$ cat src/rtl/arb_pkg.sv
// Shared helpers for the round-robin issue arbiter: index sizing and pointer wrap.
package arb_pkg;

  localparam int MIN_IDX_W = 1;

  // Width of a requester index; never narrower than one bit.
  function automatic int idx_width(input int n);
    return (n > 2) ? $clog2(n) : MIN_IDX_W;
  endfunction

  // Next round-robin position, wrapping explicitly so non-power-of-2 counts never overflow.
  function automatic int rr_next(input int idx, input int n);
    return (idx >= n - 1) ? 0 : idx + 1;
  endfunction

endpackage

$ cat src/rtl/rr_priority_picker.sv
// Combinational round-robin picker: first valid requester at or after rr_ptr wins.
module rr_priority_picker
  import arb_pkg::*;
#(
  parameter  int N_REQ = 3,
  localparam int IDX_W = idx_width(N_REQ)
) (
  input  logic [N_REQ-1:0] req_valid,
  input  logic [IDX_W-1:0] rr_ptr,
  output logic [N_REQ-1:0] grant,
  output logic [IDX_W-1:0] grant_idx,
  output logic             any_grant
);

  logic [N_REQ-1:0] window;
  int               sel;

  // NOTE: every output gets a default before the loop so no path leaves a latch behind.
  always_comb begin
    window    = N_REQ'({req_valid, req_valid} >> rr_ptr);
    sel       = 0;
    grant     = '0;
    grant_idx = '0;
    any_grant = 1'b0;
    // Scan downwards so the lowest rotated offset (closest to rr_ptr) is the last write.
    for (int k = N_REQ - 1; k >= 0; k--) begin
      if (window[k]) begin
        sel = int'(rr_ptr) + k;
        if (sel >= N_REQ) sel = sel - N_REQ;
        grant      = '0;
        grant[sel] = 1'b1;
        grant_idx  = IDX_W'(sel);
        any_grant  = 1'b1;
      end
    end
  end

endmodule

$ cat src/rtl/rr_issue_arbiter.sv
// Round-robin issue arbiter: N_REQ producers share one single-entry valid/ready output register.
module rr_issue_arbiter
  import arb_pkg::*;
#(
  parameter  type T     = logic,
  parameter  int  N_REQ = 3,
  localparam int  IDX_W = idx_width(N_REQ)
) (
  input  logic             clk,
  input  logic             reset,
  input  logic             mispredict,
  input  logic [N_REQ-1:0] req_valid,
  output logic [N_REQ-1:0] req_ready,
  input  T                 req_data [N_REQ],
  output logic             out_valid,
  input  logic             out_ready,
  output T                 out_data,
  output logic [IDX_W-1:0] out_src
);

  logic [IDX_W-1:0] rr_ptr_q, rr_ptr_d;
  logic             out_valid_q;
  T                 out_data_q;
  logic [IDX_W-1:0] out_src_q;

  logic [N_REQ-1:0] grant;
  logic [IDX_W-1:0] grant_idx;
  logic             any_grant;
  logic             slot_free;
  logic             accept;

  rr_priority_picker #(.N_REQ(N_REQ)) u_picker (
    .req_valid (req_valid),
    .rr_ptr    (rr_ptr_q),
    .grant     (grant),
    .grant_idx (grant_idx),
    .any_grant (any_grant)
  );

  // The slot can refill in the same cycle the consumer drains it.
  assign slot_free = !out_valid_q || out_ready;
  assign accept    = any_grant && slot_free && !mispredict && !reset;
  assign req_ready = accept ? grant : '0;
  assign rr_ptr_d  = IDX_W'(rr_next(int'(grant_idx), N_REQ));

  // NOTE: sequential state uses non-blocking assignments so every register samples pre-edge values.
  always_ff @(posedge clk) begin
    if (reset) begin
      out_valid_q <= 1'b0;
      out_data_q  <= '0;
      out_src_q   <= '0;
      rr_ptr_q    <= '0;
    end else if (mispredict) begin
      out_valid_q <= 1'b0;
    end else if (accept) begin
      out_valid_q <= 1'b1;
      out_data_q  <= req_data[grant_idx];
      out_src_q   <= grant_idx;
      rr_ptr_q    <= rr_ptr_d;
    end else if (out_ready) begin
      out_valid_q <= 1'b0;
    end
  end

  assign out_valid = out_valid_q;
  assign out_data  = out_data_q;
  assign out_src   = out_src_q;

endmodule
$ cat config.mk
export PLATFORM = sky130hd
export DESIGN_NAME = rr_issue_arbiter
export DESIGN_NICKNAME = d
export VERILOG_FILES = /design/src/rtl/arb_pkg.sv /design/src/rtl/rr_priority_picker.sv /design/src/rtl/rr_issue_arbiter.sv
export SDC_FILE = /design/constraint.sdc
export NUM_CORES = 1
export LEC_CHECK = 0
export BUFFER_PORTS_ARGS = -buffer_cell sky130_fd_sc_hd__buf_2
export CORE_UTILIZATION = 47
export CTS_CLUSTER_DIAMETER = 50
export CTS_CLUSTER_SIZE = 30
export DETAILED_ROUTE_END_ITERATION = 10
export GPL_TIMING_DRIVEN = 0
export PLACE_DENSITY = 0.77
export REMOVE_ABC_BUFFERS = 1
export SYNTH_ARGS = -nofsm -noshare
export SYNTH_HDL_FRONTEND = slang
export SYNTH_SLANG_ARGS = --single-unit
$ cat constraint.sdc
create_clock -name clk -period 2.1 [get_ports clk]
set_input_delay 0.105 -clock clk [delete_from_list [all_inputs] [get_ports clk]]
set_output_delay 0.105 -clock clk [all_outputs]
set_load 0.01 [all_outputs]
==> impl_metrics.tcl, run 1 <==
set metrics [dict create \
    timing.hold.ws_ps 42.3 \
    port_buffers 16 \
    hold_viol_final 0 \
    endpoint_kind "primary output" \
    crit_required_ps 2000 \
    hp-class "in2reg" \
    cts_inserted_buffers 3 \
    die_h_um 38.4 \
    fin_nets 101 \
    path_max_fanout 16 \
    drtIter0Drc 13 \
    rr_startpoint "rr_ptr_q[1]$_SDFFE_PP0P_" \
    nFillCells 110 \
    ys_warn_count 0 \
    initial_core_util 0.532 \
    layout_common_cells "buf_2 (16), nor2_1 (7), mux2i_1 (6)" \
    grt_usage 0.209 \
    pwr-share-clk 0.238 \
    gr-total-overflow 0 \
    setup_viol 0 \
    dp.cells 96 \
    worst_ep_arrival_time_ps 1850 \
    post_cts_buffers 0 \
    grt_first_pass_wirelength_um 2140 \
    cts_tree "yes" \
    power_frac_seq 0.332 \
    antenna_found_initial 0 \
    crit_chain "inv_1 -> ha_4 -> nor2_1 -> o22ai_2 -> a221oi_1 -> nor3_1 -> buf_2" \
    min_from "mispredict" \
    wire_per_inst_um 14.2 \
    status "finished clean" \
    p_per_area_mw_per_mm2 593 \
    num_rows 12 \
    num_vias 600 \
    worstSkewPairLatency_ps 240 \
    slowest_delay_ps 450 \
    cts.sinks 6 \
    vias_per_cell 6.06 \
    drc 0 \
    detail-route-antenna-nets 0 \
    design_area_um2 746 \
    period_minus_slack_ps 1950 \
    cpLargestDelayFamily "flip-flops" \
    intPower_w 0.000280 \
    cpMaxStageDelayCell "dfxtp_4" \
    finalClockSkew_ps 5.95 \
    peakVddDrop_uv 391 \
    timing.rr.end "out_data$_SDFFE_PP0P_" \
    cts_hold_buf 0 \
    critPathKind "reg2out" \
    max_cap_violations 0 \
    core_mm2 0.00117 \
    ioPinCount 17 \
    max_freq_mhz 512 \
    layout-drive-gt1-share 0.341 \
    cts_resized 4 \
    ys_ff_latch 6 \
    placed_cell_area_um2 686 \
    routed_wl_um 1400 \
    cts_buffer_depth 2 \
    fin_crit_sh 0.930 \
    start_kind "flop" \
    cts-root-buf "clkbuf_4" \
    grt_start_max_net_pins 17 \
    mostFrequentLayoutCell "buf_2" \
    p_total_w 0.000443 \
    clkSlewWorstSetupHoldPaths_ps 50 \
    tightestPinTransition_ps 433 \
    slew_headroom 0.709 \
    ys_seq_area_frac 0.193 \
    power_leakage_nw 0.310 \
    areaGrowthSynthToFinish_pct 19.7 \
    dieWidth_um 38.4 \
    dieArea_mm2 0.00148 \
    syn_area_um2 623 \
    stdcell_count 99 \
    synth.distinct_cells 35 \
    pwr-share-comb 0.430 \
    grt_pass1_vias 474 \
    slew_violations 0 \
    rrSetupSlack_ps 190 \
    drtPass1Iterations 4 \
    synthCells 71 \
    p_sw_frac 0.367 \
    synth.avg_cell_area_um2 8.78 \
    utilization 0.637 \
    whs_path_depth 2 \
    ff2ff_path_depth 7 \
    gp_congestion 0.837 \
    rsz0062_at_grt "no" \
    htreeDepth 1 \
    antenna_cells 0 \
    place_hpwl_um 1010 \
    power.switching_w 0.000162 \
    critPathBufInv 2 \
    hold-path-endpoint "out_valid$_SDFFE_PP0P_" \
]
[sequential cells by signal, summed over array words and instances, names as in the netlist]
signal     count
out_valid      1
out_src        2
rr_ptr_q       2
out_data       1
[through the flow]
stage	TNS, ps	worst slack (ps)
5_1_grt	0	44.9
4_1_cts	0	69.9
3_3_place_gp	-214	-155
6_report	0	147
2_1_floorplan	0	98.5
3_5_place_dp	-352	-221
[cell usage after synthesis, drive strengths merged]
master   n  share of area
a211oi   1          0.012
buf      3          0.044
nor4     1          0.010
o22ai    2          0.020
a221o    1          0.016
o21ai    1         0.0080
clkbuf   2          0.012
nand2b   1          0.010
or4b     1          0.022
nand3b   1          0.012
a21oi    1         0.0080
a22oi    1          0.012
or4      1          0.012
nand3    1         0.0080
o32ai    2          0.040
mux2     1          0.024
inv      4          0.024
nand2    4          0.024
nor2b    3          0.030
nand4bb  2          0.036
a32oi    1          0.014
o221ai   1          0.024
nor2     7          0.042
o211a    1          0.016
a221oi   2          0.028
mux2i    6          0.096
nor3     3          0.024
a41oi    1          0.026
nand4    1          0.020
nand4b   1          0.014
dfxtp    6           0.19
ha       4          0.080
o21a     3          0.036
[kinds of logic after synthesis]
kind of cell               count (synthesis)  share of synthesized area
AOI/OAI and AO/OA                         18                      0.261
DFF                                        6                      0.193
muxes                                      7                      0.120
and+or+nand+nor                           27                      0.265
buffers and inverters                      9                     0.0803
adders and majority gates                  4                     0.0803
[layout make-up]
cell class / count / area (µm²) / share of cell area
tap: 14 / 17.5 / 0.0235
inverter: 4 / 15.0 / 0.0201
sequential: 6 / 128 / 0.171
clock buffer: 3 / 22.5 / 0.0302
timing repair buffer: 16 / 80.1 / 0.107
multi-input combinational: 56 / 483 / 0.648
[worst register-to-register path, stage by stage, from the launching register on]
cell	delay (ps)
dfxtp_4	440
inv_1	100
ha_1	240
nor2_1	110
o22ai_1	110
o32ai_4	390
mux2i_1	270
o221ai_2	110
[worst max path at each step]
stage	start	to	cells after the start
6_report	rr_ptr_q[0]$_SDFFE_PP0P_	req_ready[1]	7
2_1_floorplan	rr_ptr_q[0]$_SDFFE_PP0P_	out_data$_SDFFE_PP0P_	7
4_1_cts	rr_ptr_q[0]$_SDFFE_PP0P_	req_ready[1]	7
3_5_place_dp	rr_ptr_q[0]$_SDFFE_PP0P_	out_data$_SDFFE_PP0P_	7
5_1_grt	rr_ptr_q[1]$_SDFFE_PP0P_	req_ready[2]	7
3_3_place_gp	rr_ptr_q[0]$_SDFFE_PP0P_	out_data$_SDFFE_PP0P_	7
[layer usage]
layer	vias up	routed length [µm]	GRT usage
met4	0	10	0.0259
met2	22	670	0.314
li1	302	-	-
met5	-	0	0
met3	2	84	0.0756
met1	274	639	0.293
[power groups by stage]
stage	Sequential [W]	Clock, W	Combinational (W)
6_report	0.000147	0.000105	0.000190
5_1_grt	0.000150	0.000114	0.000209
4_1_cts	0.000146	0.000109	0.000179
3_5_place_dp	0.000147	0	0.000169
3_3_place_gp	0.000146	0	0.000166
2_1_floorplan	0.000146	0	0.000121
Power figures use the tool's default switching activity.
==> run 2: changes to the inputs <==
--- a/config.mk
+++ b/config.mk
@@ -6,12 +6,12 @@
 export NUM_CORES = 1
 export LEC_CHECK = 0
 export BUFFER_PORTS_ARGS = -buffer_cell sky130_fd_sc_hd__buf_2
-export CORE_UTILIZATION = 47
+export CORE_UTILIZATION = 26
 export CTS_CLUSTER_DIAMETER = 50
 export CTS_CLUSTER_SIZE = 30
 export DETAILED_ROUTE_END_ITERATION = 10
 export GPL_TIMING_DRIVEN = 0
-export PLACE_DENSITY = 0.77
+export PLACE_DENSITY = 0.49
 export REMOVE_ABC_BUFFERS = 1
 export SYNTH_ARGS = -nofsm -noshare
 export SYNTH_HDL_FRONTEND = slang
==> impl_metrics.tcl, run 2 (synthesis gave the netlist of run 1 again) <==
set metrics [dict create \
    fin_nets 101 \
    tightestPinTransition_ps 491 \
    ff2ff_path_depth 7 \
    cts.sinks 6 \
    core_mm2 0.00223 \
    slew_violations 0 \
    pre_cts_ws_ps -182 \
    worstSkewPairLatency_ps 240 \
    vias_per_cell 5.18 \
    crit_top_cell "inv_1" \
    routed_wl_um 1340 \
    place_hpwl_um 1050 \
    grt_pass1_vias 545 \
    htreeDepth 1 \
    drtIter0Drc 1 \
    wire_per_inst_um 11.8 \
    cts_inserted_buffers 3 \
    cts_hold_buf 0 \
    gp_congestion 0.729 \
    gr-total-overflow 0 \
    layout_common_cells "buf_2 (16), nor2_1 (7), mux2i_1 (6)" \
    status "finished clean" \
    num_rows 17 \
    finalClockSkew_ps 2.81 \
    dieArea_mm2 0.00260 \
    mostFrequentLayoutCell "buf_2" \
    grt_usage 0.116 \
    p_per_area_mw_per_mm2 576 \
    setup_viol 0 \
    detail-route-antenna-nets 0 \
    endpoint_kind "primary output" \
    cts-root-buf "clkbuf_4" \
    slowest_delay_ps 440 \
    start_kind "flop" \
    cts_tree "yes" \
    crit_required_ps 2000 \
    critPathKind "reg2out" \
    placed_cell_area_um2 703 \
    worst_ep_arrival_time_ps 1850 \
    max_cap_violations 0 \
    timing.final.ws_setup_ps 142 \
    layout-drive-gt1-share 0.318 \
    design_area_um2 744 \
    grt_start_max_net_pins 17 \
    cpMaxStageDelayCell "dfxtp_4" \
    post_cts_buffers 0 \
    tns_ps 0 \
    whs_path_depth 2 \
    drc 0 \
    antenna_found_initial 0 \
    crit_chain "inv_1 -> ha_1 -> inv_1 -> a41oi_2 -> o32ai_4 -> nor2_1 -> buf_2" \
    max_freq_mhz 511 \
    ioPinCount 17 \
    cts_buffer_depth 2 \
    power_leakage_nw 0.305 \
    path_max_fanout 16 \
    period_minus_slack_ps 1960 \
    peakVddDrop_uv 320 \
    rrSetupSlack_ps 220 \
    dieWidth_um 51.0 \
    hold_viol_final 0 \
    rsz0062_at_grt "no" \
    slew_headroom 0.670 \
    timing.hold.ws_ps 51.0 \
    fin_crit_sh 0.932 \
    clkSlewWorstSetupHoldPaths_ps 40 \
    hp-class "in2reg" \
    antenna_cells 0 \
    die_h_um 51.0 \
    grt_first_pass_wirelength_um 2270 \
    port_buffers 16 \
    num_vias 585 \
    areaGrowthSynthToFinish_pct 19.5 \
    drtPass1Iterations 3 \
    initial_core_util 0.279 \
]
run 2: report_power, final:
group | total (W) | switching [W] | internal, W
Clock | 0.000106 | 0.0000416 | 0.0000646
Combinational | 0.000177 | 0.0000942 | 0.0000831
Sequential | 0.000145 | 0.0000198 | 0.000125
run 2: worst paths after layout:
check                                         startpoint                       to
worst min-delay path                          mispredict   out_valid$_SDFFE_PP0P_
worst max register to register  rr_ptr_q[0]$_SDFFE_PP0P_    out_data$_SDFFE_PP0P_
worst min register to register   out_src[0]$_SDFFE_PP0P_  out_src[0]$_SDFFE_PP0P_
worst max-delay path            rr_ptr_q[0]$_SDFFE_PP0P_             req_ready[2]
run 2: layout make-up:
type,count,area (µm²)
well taps,28,35.0
flip-flops and latches,6,128
repair buffers,16,80.1
fillers,253,1490
multi-input cells,56,464
clock buffers,3,22.5
inverters,4,15.0
run 2: timing repair:
action / in CTS / in global routing
hold endpoints to repair: 0 / 0
endpoints found under the setup margin: 6 / 2
resized for setup: 3 / 2
run 2: routing by layer:
layer | vias to the layer above | global-route usage | share of wire
met1 | 259 | 0.135 | 0.48
met2 | 19 | 0.189 | 0.42
met5 | - | 0 | 0
met4 | 0 | 0.0556 | 0.019
met3 | 5 | 0.0387 | 0.072
li1 | 302 | - | -
run 2: worst max-delay path: cells and delay by family (launching register included):
kind                     cells  cell delay [ps]
flip-flops                   1              440
AO/OA/AOI/OAI                2              380
adder cells (fa/ha/maj)      1              370
buffers and inverters        3              330
AND/OR/NAND/NOR              1               70
run 2: metrics by stage:
stage | util | power (W) | instances
2_1_floorplan | - | 0.000267 | 66
3_3_place_gp | 0.315 | 0.000316 | 110
3_5_place_dp | 0.315 | 0.000316 | 110
4_1_cts | 0.331 | 0.000435 | 113
5_1_grt | 0.333 | 0.000459 | 113
6_report | 0.333 | 0.000429 | 113
